$ cat src/rtl/fu_br_pipe_pkg.sv
`default_nettype none
// ============================================================================
// Module      : fu_br_pipe_pkg
// Description : Branch opcode encodings and decode helpers for fu_br_pipe.
// Revision    : 1.0  initial release
// ============================================================================
package fu_br_pipe_pkg;

    localparam int BR_OP_BEQ  = 0;
    localparam int BR_OP_BNE  = 1;
    localparam int BR_OP_BLT  = 4;
    localparam int BR_OP_BGE  = 5;
    localparam int BR_OP_BLTU = 6;
    localparam int BR_OP_BGEU = 7;
    localparam int BR_OP_JAL  = 8;
    localparam int BR_OP_JALR = 9;

    localparam int BR_PC_WIDTH_DEF   = 32;
    localparam int BR_WORD_WIDTH_DEF = 32;

    function automatic logic br_is_link(input int op);
        return (op == BR_OP_JAL) || (op == BR_OP_JALR);
    endfunction

endpackage
`default_nettype wire

$ cat src/rtl/fu_br_pipe_if.sv
`default_nettype none
// ============================================================================
// Module      : fu_br_pipe_if
// Description : Issue, flush and result handshake bundle of the branch unit.
// Revision    : 1.0  initial release
// ============================================================================
interface fu_br_pipe_if #(
    parameter int PC_WIDTH   = 32,
    parameter int WORD_WIDTH = 32,
    parameter int ROB_DEPTH  = 32,
    parameter int OP_WIDTH   = 4,
    parameter int CNT_WIDTH  = 32
) ();
    localparam int c_ROB_W = $clog2(ROB_DEPTH);

    logic                  flush;
    logic                  issue_valid;
    logic                  issue_ready;
    logic [OP_WIDTH-1:0]   issue_op;
    logic [PC_WIDTH-1:0]   issue_pc;
    logic [WORD_WIDTH-1:0] issue_imm;
    logic [WORD_WIDTH-1:0] issue_rs1;
    logic [WORD_WIDTH-1:0] issue_rs2;
    logic [c_ROB_W-1:0]    issue_rob;
    logic                  issue_pred_taken;
    logic [PC_WIDTH-1:0]   issue_pred_addr;
    logic                  out_valid;
    logic                  out_ready;
    logic [c_ROB_W-1:0]    out_rob;
    logic                  out_taken;
    logic [PC_WIDTH-1:0]   out_next_pc;
    logic                  out_mispredict;
    logic                  out_misalign;
    logic [WORD_WIDTH-1:0] out_link;
    logic                  out_link_valid;
    logic [CNT_WIDTH-1:0]  mispredict_cnt;

    modport master (
        output flush, issue_valid, issue_op, issue_pc, issue_imm, issue_rs1,
               issue_rs2, issue_rob, issue_pred_taken, issue_pred_addr, out_ready,
        input  issue_ready, out_valid, out_rob, out_taken, out_next_pc,
               out_mispredict, out_misalign, out_link, out_link_valid, mispredict_cnt
    );

    modport slave (
        input  flush, issue_valid, issue_op, issue_pc, issue_imm, issue_rs1,
               issue_rs2, issue_rob, issue_pred_taken, issue_pred_addr, out_ready,
        output issue_ready, out_valid, out_rob, out_taken, out_next_pc,
               out_mispredict, out_misalign, out_link, out_link_valid, mispredict_cnt
    );
endinterface
`default_nettype wire

$ cat src/rtl/fu_br_pipe_br_result_fifo.sv
`default_nettype none
// ============================================================================
// Module      : br_result_fifo
// Description : Synchronous result FIFO with flush; head reads as zero when empty.
// Revision    : 1.0  initial release
// ============================================================================
module br_result_fifo #(
    parameter int WIDTH = 8,
    parameter int DEPTH = 4
) (
    input  logic                   clk,
    input  logic                   rst,
    input  logic                   flush,
    input  logic                   push,
    input  logic [WIDTH-1:0]       push_data,
    input  logic                   pop,
    output logic                   head_valid,
    output logic [WIDTH-1:0]       head_data,
    output logic [$clog2(DEPTH):0] count
);
    localparam int c_PTR_W = $clog2(DEPTH);

    logic [WIDTH-1:0]   r_mem [DEPTH];
    logic [c_PTR_W-1:0] r_wr_ptr;
    logic [c_PTR_W-1:0] r_rd_ptr;
    logic [c_PTR_W:0]   r_count;
    logic               w_empty;
    logic               w_full;
    logic               w_push;
    logic               w_pop;

    assign w_empty = (r_count == '0);
    assign w_full  = (r_count == (c_PTR_W+1)'(DEPTH));
    assign w_pop   = pop & ~w_empty;
    assign w_push  = push & (~w_full | w_pop);

    // DEPTH is a power of two, so pointers wrap naturally
    always_ff @(posedge clk) begin
        if (rst || flush) begin
            r_wr_ptr <= '0;
            r_rd_ptr <= '0;
            r_count  <= '0;
        end else begin
            if (w_push) r_wr_ptr <= r_wr_ptr + c_PTR_W'(1);
            if (w_pop)  r_rd_ptr <= r_rd_ptr + c_PTR_W'(1);
            if (w_push && !w_pop)
                r_count <= r_count + (c_PTR_W+1)'(1);
            else if (!w_push && w_pop)
                r_count <= r_count - (c_PTR_W+1)'(1);
        end
    end

    always_ff @(posedge clk) begin
        if (w_push) r_mem[r_wr_ptr] <= push_data;
    end

    assign head_valid = ~w_empty;
    assign head_data  = w_empty ? '0 : r_mem[r_rd_ptr];
    assign count      = r_count;

endmodule
`default_nettype wire

$ cat src/rtl/fu_br_pipe.sv
`default_nettype none
// ============================================================================
// Module      : fu_br_pipe
// Description : Pipelined branch/jump resolve unit with result FIFO and
//               mispredict counter.
// Revision    : 1.0  initial release
// ============================================================================
module fu_br_pipe
    import fu_br_pipe_pkg::*;
#(
    parameter int PC_WIDTH   = 32,
    parameter int WORD_WIDTH = 32,
    parameter int ROB_DEPTH  = 32,
    parameter int OP_WIDTH   = 4,
    parameter int OUT_DEPTH  = 4,
    parameter int CNT_WIDTH  = 32
) (
    input  logic       clk,
    input  logic       rst,
    fu_br_pipe_if.slave bus
);
    localparam int c_ROB_W = $clog2(ROB_DEPTH);
    localparam int c_CNT_W = $clog2(OUT_DEPTH) + 1;

    typedef struct packed {
        logic [c_ROB_W-1:0]    rob;
        logic                  taken;
        logic [PC_WIDTH-1:0]   next_pc;
        logic                  mispredict;
        logic                  misalign;
        logic [WORD_WIDTH-1:0] link;
        logic                  link_valid;
    } result_t;

    logic                  r_s1_valid;
    logic [OP_WIDTH-1:0]   r_s1_op;
    logic [PC_WIDTH-1:0]   r_s1_pc;
    logic [WORD_WIDTH-1:0] r_s1_imm;
    logic [WORD_WIDTH-1:0] r_s1_rs1;
    logic [WORD_WIDTH-1:0] r_s1_rs2;
    logic [c_ROB_W-1:0]    r_s1_rob;
    logic                  r_s1_pred_taken;
    logic [PC_WIDTH-1:0]   r_s1_pred_addr;
    logic [CNT_WIDTH-1:0]  r_mispredict_cnt;

    logic [c_CNT_W-1:0]    w_fifo_count;
    logic                  w_issue_ready;
    logic                  w_fire;
    logic                  w_taken;
    logic                  w_link_op;
    logic [WORD_WIDTH-1:0] w_jalr_sum;
    logic [PC_WIDTH-1:0]   w_target;
    logic [PC_WIDTH-1:0]   w_pc4;
    result_t               w_result;
    result_t               w_head;
    logic                  w_head_valid;
    logic                  w_pop;

    // Credits cover both the FIFO and the op in stage 1, so stage 1 never stalls
    assign w_issue_ready = ~bus.flush &
                           ((w_fifo_count + c_CNT_W'(r_s1_valid)) < c_CNT_W'(OUT_DEPTH));
    assign w_fire        = bus.issue_valid & w_issue_ready;

    always_ff @(posedge clk) begin
        if (rst || bus.flush) begin
            r_s1_valid <= 1'b0;
        end else begin
            r_s1_valid <= w_fire;
        end
        if (w_fire) begin
            r_s1_op         <= bus.issue_op;
            r_s1_pc         <= bus.issue_pc;
            r_s1_imm        <= bus.issue_imm;
            r_s1_rs1        <= bus.issue_rs1;
            r_s1_rs2        <= bus.issue_rs2;
            r_s1_rob        <= bus.issue_rob;
            r_s1_pred_taken <= bus.issue_pred_taken;
            r_s1_pred_addr  <= bus.issue_pred_addr;
        end
    end

    always_comb begin
        w_taken = 1'b0;
        case (r_s1_op)
            OP_WIDTH'(BR_OP_BEQ):  w_taken = (r_s1_rs1 == r_s1_rs2);
            OP_WIDTH'(BR_OP_BNE):  w_taken = (r_s1_rs1 != r_s1_rs2);
            OP_WIDTH'(BR_OP_BLT):  w_taken = ($signed(r_s1_rs1) <  $signed(r_s1_rs2));
            OP_WIDTH'(BR_OP_BGE):  w_taken = ($signed(r_s1_rs1) >= $signed(r_s1_rs2));
            OP_WIDTH'(BR_OP_BLTU): w_taken = (r_s1_rs1 <  r_s1_rs2);
            OP_WIDTH'(BR_OP_BGEU): w_taken = (r_s1_rs1 >= r_s1_rs2);
            OP_WIDTH'(BR_OP_JAL),
            OP_WIDTH'(BR_OP_JALR): w_taken = 1'b1;
            default:               w_taken = 1'b0;
        endcase
    end

    assign w_link_op  = br_is_link(int'(r_s1_op));
    assign w_jalr_sum = r_s1_rs1 + r_s1_imm;
    assign w_pc4      = r_s1_pc + PC_WIDTH'(4);
    assign w_target   = (r_s1_op == OP_WIDTH'(BR_OP_JALR))
                      ? (PC_WIDTH'(w_jalr_sum) & ~PC_WIDTH'(1))
                      : (r_s1_pc + PC_WIDTH'($signed(r_s1_imm)));

    always_comb begin
        w_result            = '0;
        w_result.rob        = r_s1_rob;
        w_result.taken      = w_taken;
        w_result.next_pc    = w_taken ? w_target : w_pc4;
        w_result.mispredict = (w_taken != r_s1_pred_taken) |
                              (w_taken & (w_target != r_s1_pred_addr));
        w_result.misalign   = w_taken & (w_target[1:0] != 2'b00);
        w_result.link       = w_link_op ? WORD_WIDTH'(w_pc4) : '0;
        w_result.link_valid = w_link_op;
    end

    br_result_fifo #(
        .WIDTH ($bits(result_t)),
        .DEPTH (OUT_DEPTH)
    ) u_fifo (
        .clk        (clk),
        .rst        (rst),
        .flush      (bus.flush),
        .push       (r_s1_valid),
        .push_data  (w_result),
        .pop        (bus.out_ready),
        .head_valid (w_head_valid),
        .head_data  (w_head),
        .count      (w_fifo_count)
    );

    assign w_pop = w_head_valid & bus.out_ready;

    // Pops during a flush cycle still count: the consumer took the entry
    always_ff @(posedge clk) begin
        if (rst) begin
            r_mispredict_cnt <= '0;
        end else if (w_pop && w_head.mispredict && (r_mispredict_cnt != '1)) begin
            r_mispredict_cnt <= r_mispredict_cnt + CNT_WIDTH'(1);
        end
    end

    assign bus.issue_ready    = w_issue_ready;
    assign bus.out_valid      = w_head_valid;
    assign bus.out_rob        = w_head.rob;
    assign bus.out_taken      = w_head.taken;
    assign bus.out_next_pc    = w_head.next_pc;
    assign bus.out_mispredict = w_head.mispredict;
    assign bus.out_misalign   = w_head.misalign;
    assign bus.out_link       = w_head.link;
    assign bus.out_link_valid = w_head.link_valid;
    assign bus.mispredict_cnt = r_mispredict_cnt;

endmodule
`default_nettype wire
$ cat src/flat_wrapper.sv
// flat-port wrapper written by rule: the top's interface ports become plain ports
module fu_br_pipe_flat import fu_br_pipe_pkg::*;
#(
    parameter int PC_WIDTH   = 32,
    parameter int WORD_WIDTH = 32,
    parameter int ROB_DEPTH  = 32,
    parameter int OP_WIDTH   = 4,
    parameter int OUT_DEPTH  = 4,
    parameter int CNT_WIDTH  = 32
)
  (clk, rst, bus_flush, bus_issue_valid, bus_issue_op, bus_issue_pc, bus_issue_imm, bus_issue_rs1, bus_issue_rs2, bus_issue_rob, bus_issue_pred_taken, bus_issue_pred_addr, bus_out_ready, bus_issue_ready, bus_out_valid, bus_out_rob, bus_out_taken, bus_out_next_pc, bus_out_mispredict, bus_out_misalign, bus_out_link, bus_out_link_valid, bus_mispredict_cnt);
  fu_br_pipe_if #(.PC_WIDTH(PC_WIDTH), .WORD_WIDTH(WORD_WIDTH), .ROB_DEPTH(ROB_DEPTH), .OP_WIDTH(OP_WIDTH), .CNT_WIDTH(CNT_WIDTH)) bus_i ();
  input  logic clk;
  input  logic rst;
  input wire logic [$bits(bus_i.flush)-1:0] bus_flush;
  input wire logic [$bits(bus_i.issue_valid)-1:0] bus_issue_valid;
  input wire logic [$bits(bus_i.issue_op)-1:0] bus_issue_op;
  input wire logic [$bits(bus_i.issue_pc)-1:0] bus_issue_pc;
  input wire logic [$bits(bus_i.issue_imm)-1:0] bus_issue_imm;
  input wire logic [$bits(bus_i.issue_rs1)-1:0] bus_issue_rs1;
  input wire logic [$bits(bus_i.issue_rs2)-1:0] bus_issue_rs2;
  input wire logic [$bits(bus_i.issue_rob)-1:0] bus_issue_rob;
  input wire logic [$bits(bus_i.issue_pred_taken)-1:0] bus_issue_pred_taken;
  input wire logic [$bits(bus_i.issue_pred_addr)-1:0] bus_issue_pred_addr;
  input wire logic [$bits(bus_i.out_ready)-1:0] bus_out_ready;
  output wire logic [$bits(bus_i.issue_ready)-1:0] bus_issue_ready;
  output wire logic [$bits(bus_i.out_valid)-1:0] bus_out_valid;
  output wire logic [$bits(bus_i.out_rob)-1:0] bus_out_rob;
  output wire logic [$bits(bus_i.out_taken)-1:0] bus_out_taken;
  output wire logic [$bits(bus_i.out_next_pc)-1:0] bus_out_next_pc;
  output wire logic [$bits(bus_i.out_mispredict)-1:0] bus_out_mispredict;
  output wire logic [$bits(bus_i.out_misalign)-1:0] bus_out_misalign;
  output wire logic [$bits(bus_i.out_link)-1:0] bus_out_link;
  output wire logic [$bits(bus_i.out_link_valid)-1:0] bus_out_link_valid;
  output wire logic [$bits(bus_i.mispredict_cnt)-1:0] bus_mispredict_cnt;
  assign bus_i.flush = bus_flush;
  assign bus_i.issue_valid = bus_issue_valid;
  assign bus_i.issue_op = bus_issue_op;
  assign bus_i.issue_pc = bus_issue_pc;
  assign bus_i.issue_imm = bus_issue_imm;
  assign bus_i.issue_rs1 = bus_issue_rs1;
  assign bus_i.issue_rs2 = bus_issue_rs2;
  assign bus_i.issue_rob = bus_issue_rob;
  assign bus_i.issue_pred_taken = bus_issue_pred_taken;
  assign bus_i.issue_pred_addr = bus_issue_pred_addr;
  assign bus_i.out_ready = bus_out_ready;
  assign bus_issue_ready = bus_i.issue_ready;
  assign bus_out_valid = bus_i.out_valid;
  assign bus_out_rob = bus_i.out_rob;
  assign bus_out_taken = bus_i.out_taken;
  assign bus_out_next_pc = bus_i.out_next_pc;
  assign bus_out_mispredict = bus_i.out_mispredict;
  assign bus_out_misalign = bus_i.out_misalign;
  assign bus_out_link = bus_i.out_link;
  assign bus_out_link_valid = bus_i.out_link_valid;
  assign bus_mispredict_cnt = bus_i.mispredict_cnt;
  fu_br_pipe #(.PC_WIDTH(PC_WIDTH), .WORD_WIDTH(WORD_WIDTH), .ROB_DEPTH(ROB_DEPTH), .OP_WIDTH(OP_WIDTH), .OUT_DEPTH(OUT_DEPTH), .CNT_WIDTH(CNT_WIDTH)) u_core (.clk(clk), .rst(rst), .bus(bus_i));
endmodule
$ cat config.mk
export PLATFORM = sky130hd
export DESIGN_NAME = fu_br_pipe_flat
export DESIGN_NICKNAME = d
export VERILOG_FILES = /design/src/rtl/fu_br_pipe_pkg.sv /design/src/rtl/fu_br_pipe_if.sv /design/src/rtl/fu_br_pipe_br_result_fifo.sv /design/src/rtl/fu_br_pipe.sv /design/src/flat_wrapper.sv
export SDC_FILE = /design/constraint.sdc
export NUM_CORES = 1
export LEC_CHECK = 0
export CAP_MARGIN = 40
export CORE_MARGIN = 2
export CORE_UTILIZATION = 61
export DETAILED_ROUTE_END_ITERATION = 10
export PLACE_DENSITY = 0.83
export SKIP_CTS_REPAIR_TIMING = 1
export SLEW_MARGIN = 0
export SYNTH_ARGS = -nofsm -noshare
export SYNTH_HDL_FRONTEND = slang
export SYNTH_HIERARCHICAL = 1
export SYNTH_SLANG_ARGS = --single-unit
$ cat constraint.sdc
create_clock -name clk -period 11.9 [get_ports clk]
set_input_delay 2.38 -clock clk [delete_from_list [all_inputs] [get_ports clk]]
set_output_delay 2.38 -clock clk [all_outputs]
set_load 0.02 [all_outputs]
# Word level (Yosys, flattened, before mapping)
# Memory sizes are Yosys's and may differ from the RTL's. A register that Yosys moved wholly into a read port is not among the register bits.
# Cells that the tools add are included.
# W data, S select, Z words.
[word_totals]
register_bits = 210
mem_bits_rw = 292
input_bits = 175
output_inout_bits = 107
word_cells = 78
n_memories = 1
[mem_list]
columns = ["name", "words", "word_bits", "rd", "rd_clocked_by_memory_dff", "wr", "line_no", "rtl"]
rows = [
  ["u_core.u_fifo.r_mem", 4, 73, 1, 1, 1, "fu_br_pipe_br_result_fifo.sv:23", "logic [WIDTH-1:0] r_mem [DEPTH];"],
]
[op_classes]
addsub = 9
magnitude_cmp = 5
eq_ne = 15
n_mux = 11
bitwise = 11
n_reduce_logical = 13
[ops]
columns = ["operator", "count"]
rows = [
  ["$mux W32", 3],
  ["$mux W73", 1],
  ["$add A32 B32 Y32", 2],
  ["$ge A32 B32 Y1", 2],
  ["$lt A32 B32 Y1", 2],
  ["$ne A32 B32 Y1", 2],
  ["$add A32 B1 Y32 const B", 1],
  ["$add A32 B3 Y32 const B", 1],
  ["$eq A32 B32 Y1", 1],
  ["$ne A32 B32 Y1 const B", 1],
  ["$eq A4 B3 Y1 const B", 4],
  ["$eq A4 B4 Y1 const B", 4],
  ["$pmux W1 S7", 1],
  ["$and A1 B1 Y1", 6],
  ["$mux W3", 2],
  ["$add A2 B1 Y2 const B", 2],
  ["$eq A4 B1 Y1 const B", 1],
  ["$logic_and A1 B1 Y1", 4],
  ["$logic_not A4 Y1", 1],
  ["$mux W2", 2],
  ["$reduce_bool A2 Y1", 2],
  ["$add A3 B1 Y3", 1],
  ["$add A3 B1 Y3 const B", 1],
  ["$eq A3 B3 Y1 const B", 1],
  ["other kinds (10)", 16],
]

# Longest topological paths before layout
[logic_depth]
ltp_word = 9
ltp_mapped = 15
mapped_depth_nobuf = 14

# Hierarchy
# The synthesis kept the hierarchy.
[by_module_without_submodules]
columns = ["mod", "instances", "cells_each", "area_per_inst_um2", "seq_area_each_um2"]
rows = [
  ["fu_br_pipe", 1, 1263, 12936.2, 5765.5],
  ["br_result_fifo", 1, 511, 11468.5, 8948.6],
]

# Worst setup path after synthesis
# Ideal clock, no wire load.
[synth_path]
path_type = "input to register"
startpoint = "input bus_flush"
endpoint = "register u_core.r_s1_imm[0] (enable)"
setup_time_ns = 0.550
arrival_time_ns = 6.674
t_required_ns = 11.350
setup_slack_ns = 4.676
cell_stages = 2
path_buffers = 0
path_cell_list = "nor2_1 > and2_1"
[synth_between]
elab_chain_cells = 3
[synth_lines]
columns = ["element", "line_no", "rtl"]
rows = [
  ["start, declared", "flat_wrapper.sv:15", "input wire logic [$bits(bus_i.flush)-1:0] bus_flush;"],
  ["$not A1 Y1", "fu_br_pipe.sv:60", "assign w_issue_ready = ~bus.flush &"],
  ["$and A1 B1 Y1", "fu_br_pipe.sv:60", ""],
  ["$and A1 B1 Y1", "fu_br_pipe.sv:62", "assign w_fire = bus.issue_valid & w_issue_ready;"],
  ["via u_core.w_fire", "fu_br_pipe.sv:48", "logic w_fire;"],
  ["end signal, assigned", "fu_br_pipe.sv:73", "r_s1_imm <= bus.issue_imm;"],
  ["end, declared", "fu_br_pipe.sv:38", "logic [WORD_WIDTH-1:0] r_s1_imm;"],
]
# The timed path passes the listed nets, and every way through them passes these cells.
# A chain may end at the register's enable or synchronous reset.

# Worst setup path in the final report
[layout_path]
startpoint = "input bus_flush"
endpoint = "output bus_issue_ready"
[layout_between]
elab_chain_cells = 2
[layout_lines]
columns = ["element", "line_no", "rtl"]
rows = [
  ["$not A1 Y1", "fu_br_pipe.sv:60", ""],
  ["$and A1 B1 Y1", "fu_br_pipe.sv:60", ""],
  ["end, declared", "flat_wrapper.sv:26", "output wire logic [$bits(bus_i.issue_ready)-1:0] bus_issue_ready;"],
]
# Every way passes these cells.

==> qor.txt <==
Root buffer cell - clkbuf_16
TritonCTS Buffers - 49
Placed cell areas - 27,700 um2
Vias in the first global route - 15.9k
Clock slew at reported path FFs - 0.06 ns
Clock Skew - 0.0162 ns
Setup Slack @ Placement - 5.90 ns
Final Cell Area - 29,300 um2
Critical path class - in -> out
Sequential-to-total area share from yosys stat - 60.3%
Initial drt markers - 1,629
Synthesized Nets - 2,052
CP arrival - 3.60 ns
DRC viols - 0
Leakage power - 0.0100 uW
Slowest cell delay on critical path - 0.62 ns
CTS max path bufs - 3
Gate power share - 13.2%
Worst r2r dst - u_core/u_fifo/r_mem[1][34]$_DFFE_PP_
Hold Fails Final Rpt - 0
Mapped Area - 24,400 um2
Global-route wire length before repair - 89.8 mm
Synthesized area per cell - 13.8 um2
Worst skew pair latency - 0.60 ns
Switching fraction of total power - 24.1%
Status - finished, final reports clean
Net Switching - 979 uW
Depth of the CTS H-tree - 2
Final min period - 5.98 ns
DP HPWL - 41.8 mm
Max-slew violation count - 0
Yosys top cell by area - edfxtp_1
Max Clk Rate - 167 MHz
Yosys warning count - 6
Hold endpoint - u_core/u_fifo/r_mem[3][68]$_DFFE_PP_
Min-Delay Path Class - reg -> reg
Crit path max-delay cell type - clkdlybuf4s50_1
Util after Layout - 73.9%
Setup TNS - 0 ns
R2R depth - 13
Gr usage total - 28.6%
N_diodes - 0
Top-area cell type share of the netlist area - 56.8%
Final nets - 2,326
Dominant synthesized flop cell - edfxtp_1
Die area - 41,600 um2
Int Power - 3090 uW
Initial antenna violation count - 0
Top post-synthesis cells by area - edfxtp_1 (57%), mux4_2 (6.7%), ha_1 (5.1%), dfxtp_1 (3.4%), xnor2_1 (2.7%)
Bufs and invs on worst path - 2
Hold Slack - 0.500 ns
Sequential share of power - 49.7%
Worst ir drop on vdd - 0.119 mV
Crit path max-delay family - buffers and inverters
Ys async rst share - 0%
Clock share of power - 37.1%
Nature of the critical path startpoint - input port
Total gr overflow - 0
Worst Path Required - 9.52 ns
Setup ws final - 5.92 ns
DRT Wirelength - 59.1 mm
Synthesis-to-finish area growth - 20.1%
Share of cells above drive strength 1 - 9.68%
Post-route ant nets - 0
Vias per std cell - 6.12
Post-synthesis cell type count - 87
IO Port Bufs - 281
# Max-Cap Violations - 0
Hold path startpoint - u_core/r_s1_rob[0]$_DFFE_PP_
Placement row count - 73
EDFF count, synth - 462
Total I/O pin count - 282
Slew HR - 45.6%
Final worst-path cycle share - 50.3%
PD cells - 139 nW/um2
RSZ-0062 raised after global routing - no
Mapped Cells - 1,774
Final Wtd Congestion - 0.971
Worst reg-to-reg setup slack - 7.20 ns
Clock sink count - 504
Top-count cell post-synth - edfxtp_1
WL per Instance - 22.6 um
CTS tree - done
Most used cell along the critical path - clkdlybuf4s50_1
Final setup viols - 0
Setup crit end kind - output port
Initial Util - 61.6%
Hold Crit Depth - 0
Synth cell count leaders - edfxtp_1 (462), nor2_1 (112), ha_1 (100)
Die H - 204 um
Largest net degree at the start of global routing - 66
Routed via count - 16.0k
Die width - 204 um
DRT Pass-1 Iters - 6
Worst-path fanout max - 3
Core Area - 39,600 um2
FF+latch count, synth - 504
FF-to-FF Start - u_core/r_s1_imm[0]$_DFFE_PP_
Worst-path cell chain - clkdlybuf4s50_1, nor2_1, clkdlybuf4s50_1
Slew @ Worst Pin - 0.816 ns
==> cells in the final DEF (no fill, tap or decap), types with 8 or more instances in the layout <==
master / synthesis / final
nor2_1: 112 / 112
and2_1: 86 / 85
nand4_1: 38 / 38
inv_1: 53 / 53
o2111ai_1: 9 / 9
o21ai_1: 11 / 11
mux2i_1: 36 / 36
o21bai_1: 13 / 13
nand2_1: 97 / 97
nor3_1: 22 / 22
a21oi_1: 92 / 92
o21ai_0: 53 / 53
and4_1: 13 / 13
mux4_2: 73 / 73
o211ai_1: 10 / 10
clkinv_1: 0 / 12
nand3_1: 37 / 37
a211oi_1: 11 / 11
or3_1: 14 / 13
clkbuf_1: 58 / 10
a21o_1: 30 / 30
ha_1: 100 / 100
o21a_1: 11 / 11
clkbuf_16: 0 / 49
dfxtp_1: 42 / 40
clkdlybuf4s50_1: 0 / 281
and3_1: 11 / 11
clkinv_2: 0 / 10
xnor2_1: 74 / 74
edfxtp_1: 462 / 462
xor2_1: 71 / 71
o31ai_1: 8 / 8
buf_4: 7 / 13
==> per-layer routing <==
| metal | global-route usage (%) | vias up | share of wire, % |
|---|---|---|---|
| met5 | 0 | - | 0 |
| met4 | 9.58 | 0 | 3.0 |
| met3 | 4.11 | 101 | 7.6 |
| met2 | 46.8 | 752 | 49 |
| met1 | 39.8 | 7812 | 41 |
| li1 | - | 7317 | - |
==> final cells by class <==
cell class / count / area [um2]
clock buffer: 61 / 1290
clock inverter: 29 / 264
fill: 2506 / 10300
inverter: 54 / 203
multi-input combinational: 1140 / 9180
sequential: 504 / 14700
tap: 525 / 657
timing repair buffer: 299 / 2990
==> registers in the layout, indices dropped and copies added (netlist names), 2 cells and up, named ones only <==
signal and flops:
u_core/u_fifo/r_mem 292, u_core/bus.mispredict_cnt 32, u_core/r_s1_imm 32, u_core/r_s1_pc 32, u_core/r_s1_pred_addr 32, u_core/r_s1_rs1 32
u_core/r_s1_rs2 32, u_core/r_s1_rob 5, u_core/r_s1_op 4, u_core/u_fifo/count 3, u_core/u_fifo/r_rd_ptr 2, u_core/u_fifo/r_wr_ptr 2
==> logic make-up (layout without fill, tap and decap cells) <==
family / Yosys count / in the layout / share of synthesized area (%)
flip-flops: 504 / 504 / 60.3
AND/OR/NAND/NOR: 473 / 473 / 10.0
AO/OA/AOI/OAI: 301 / 301 / 8.20
XOR/XNOR: 146 / 146 / 5.30
buffers and inverters: 130 / 443 / 2.18
multiplexers: 117 / 117 / 8.63
adder cells (fa/ha/maj): 103 / 103 / 5.37
==> power by group through the flow <==
stage / Combinational [uW] / Clock, uW / Sequential, uW
after CTS: 532 / 1530 / 2020
after global routing: 576 / 1600 / 2020
after global placement: 513 / 0 / 2050
after detailed placement: 527 / 0 / 2060
final: 535 / 1510 / 2020
after floorplan: 325 / 0 / 2050
==> worst register-to-register path, delay by kind of cell, from the launching register on <==
family	cells	cell delay (ns)
simple gates	3	1.01
compound gates	6	2.07
xor+xnor	2	0.38
flops	1	0.45
mux	1	0.12
fa+ha+maj	1	0.40
==> metrics by stage <==
step	instances	total power [uW]
final	2612	4060
after detailed placement	2522	2580
after global placement	2517	2570
after global routing	2612	4200
after CTS	2612	4080
after floorplan	1774	2370
==> worst max path at each step <==
stage	depth (start not counted)	to	startpoint
final	3	bus_issue_ready	bus_flush
after global routing	3	bus_issue_ready	bus_flush
after CTS	3	bus_issue_ready	bus_flush
after detailed placement	3	bus_issue_ready	bus_flush
after global placement	3	bus_issue_ready	bus_flush
after floorplan	2	u_core/r_s1_imm[0]$_DFFE_PP_	bus_flush
(Power assumes the default switching activity.)
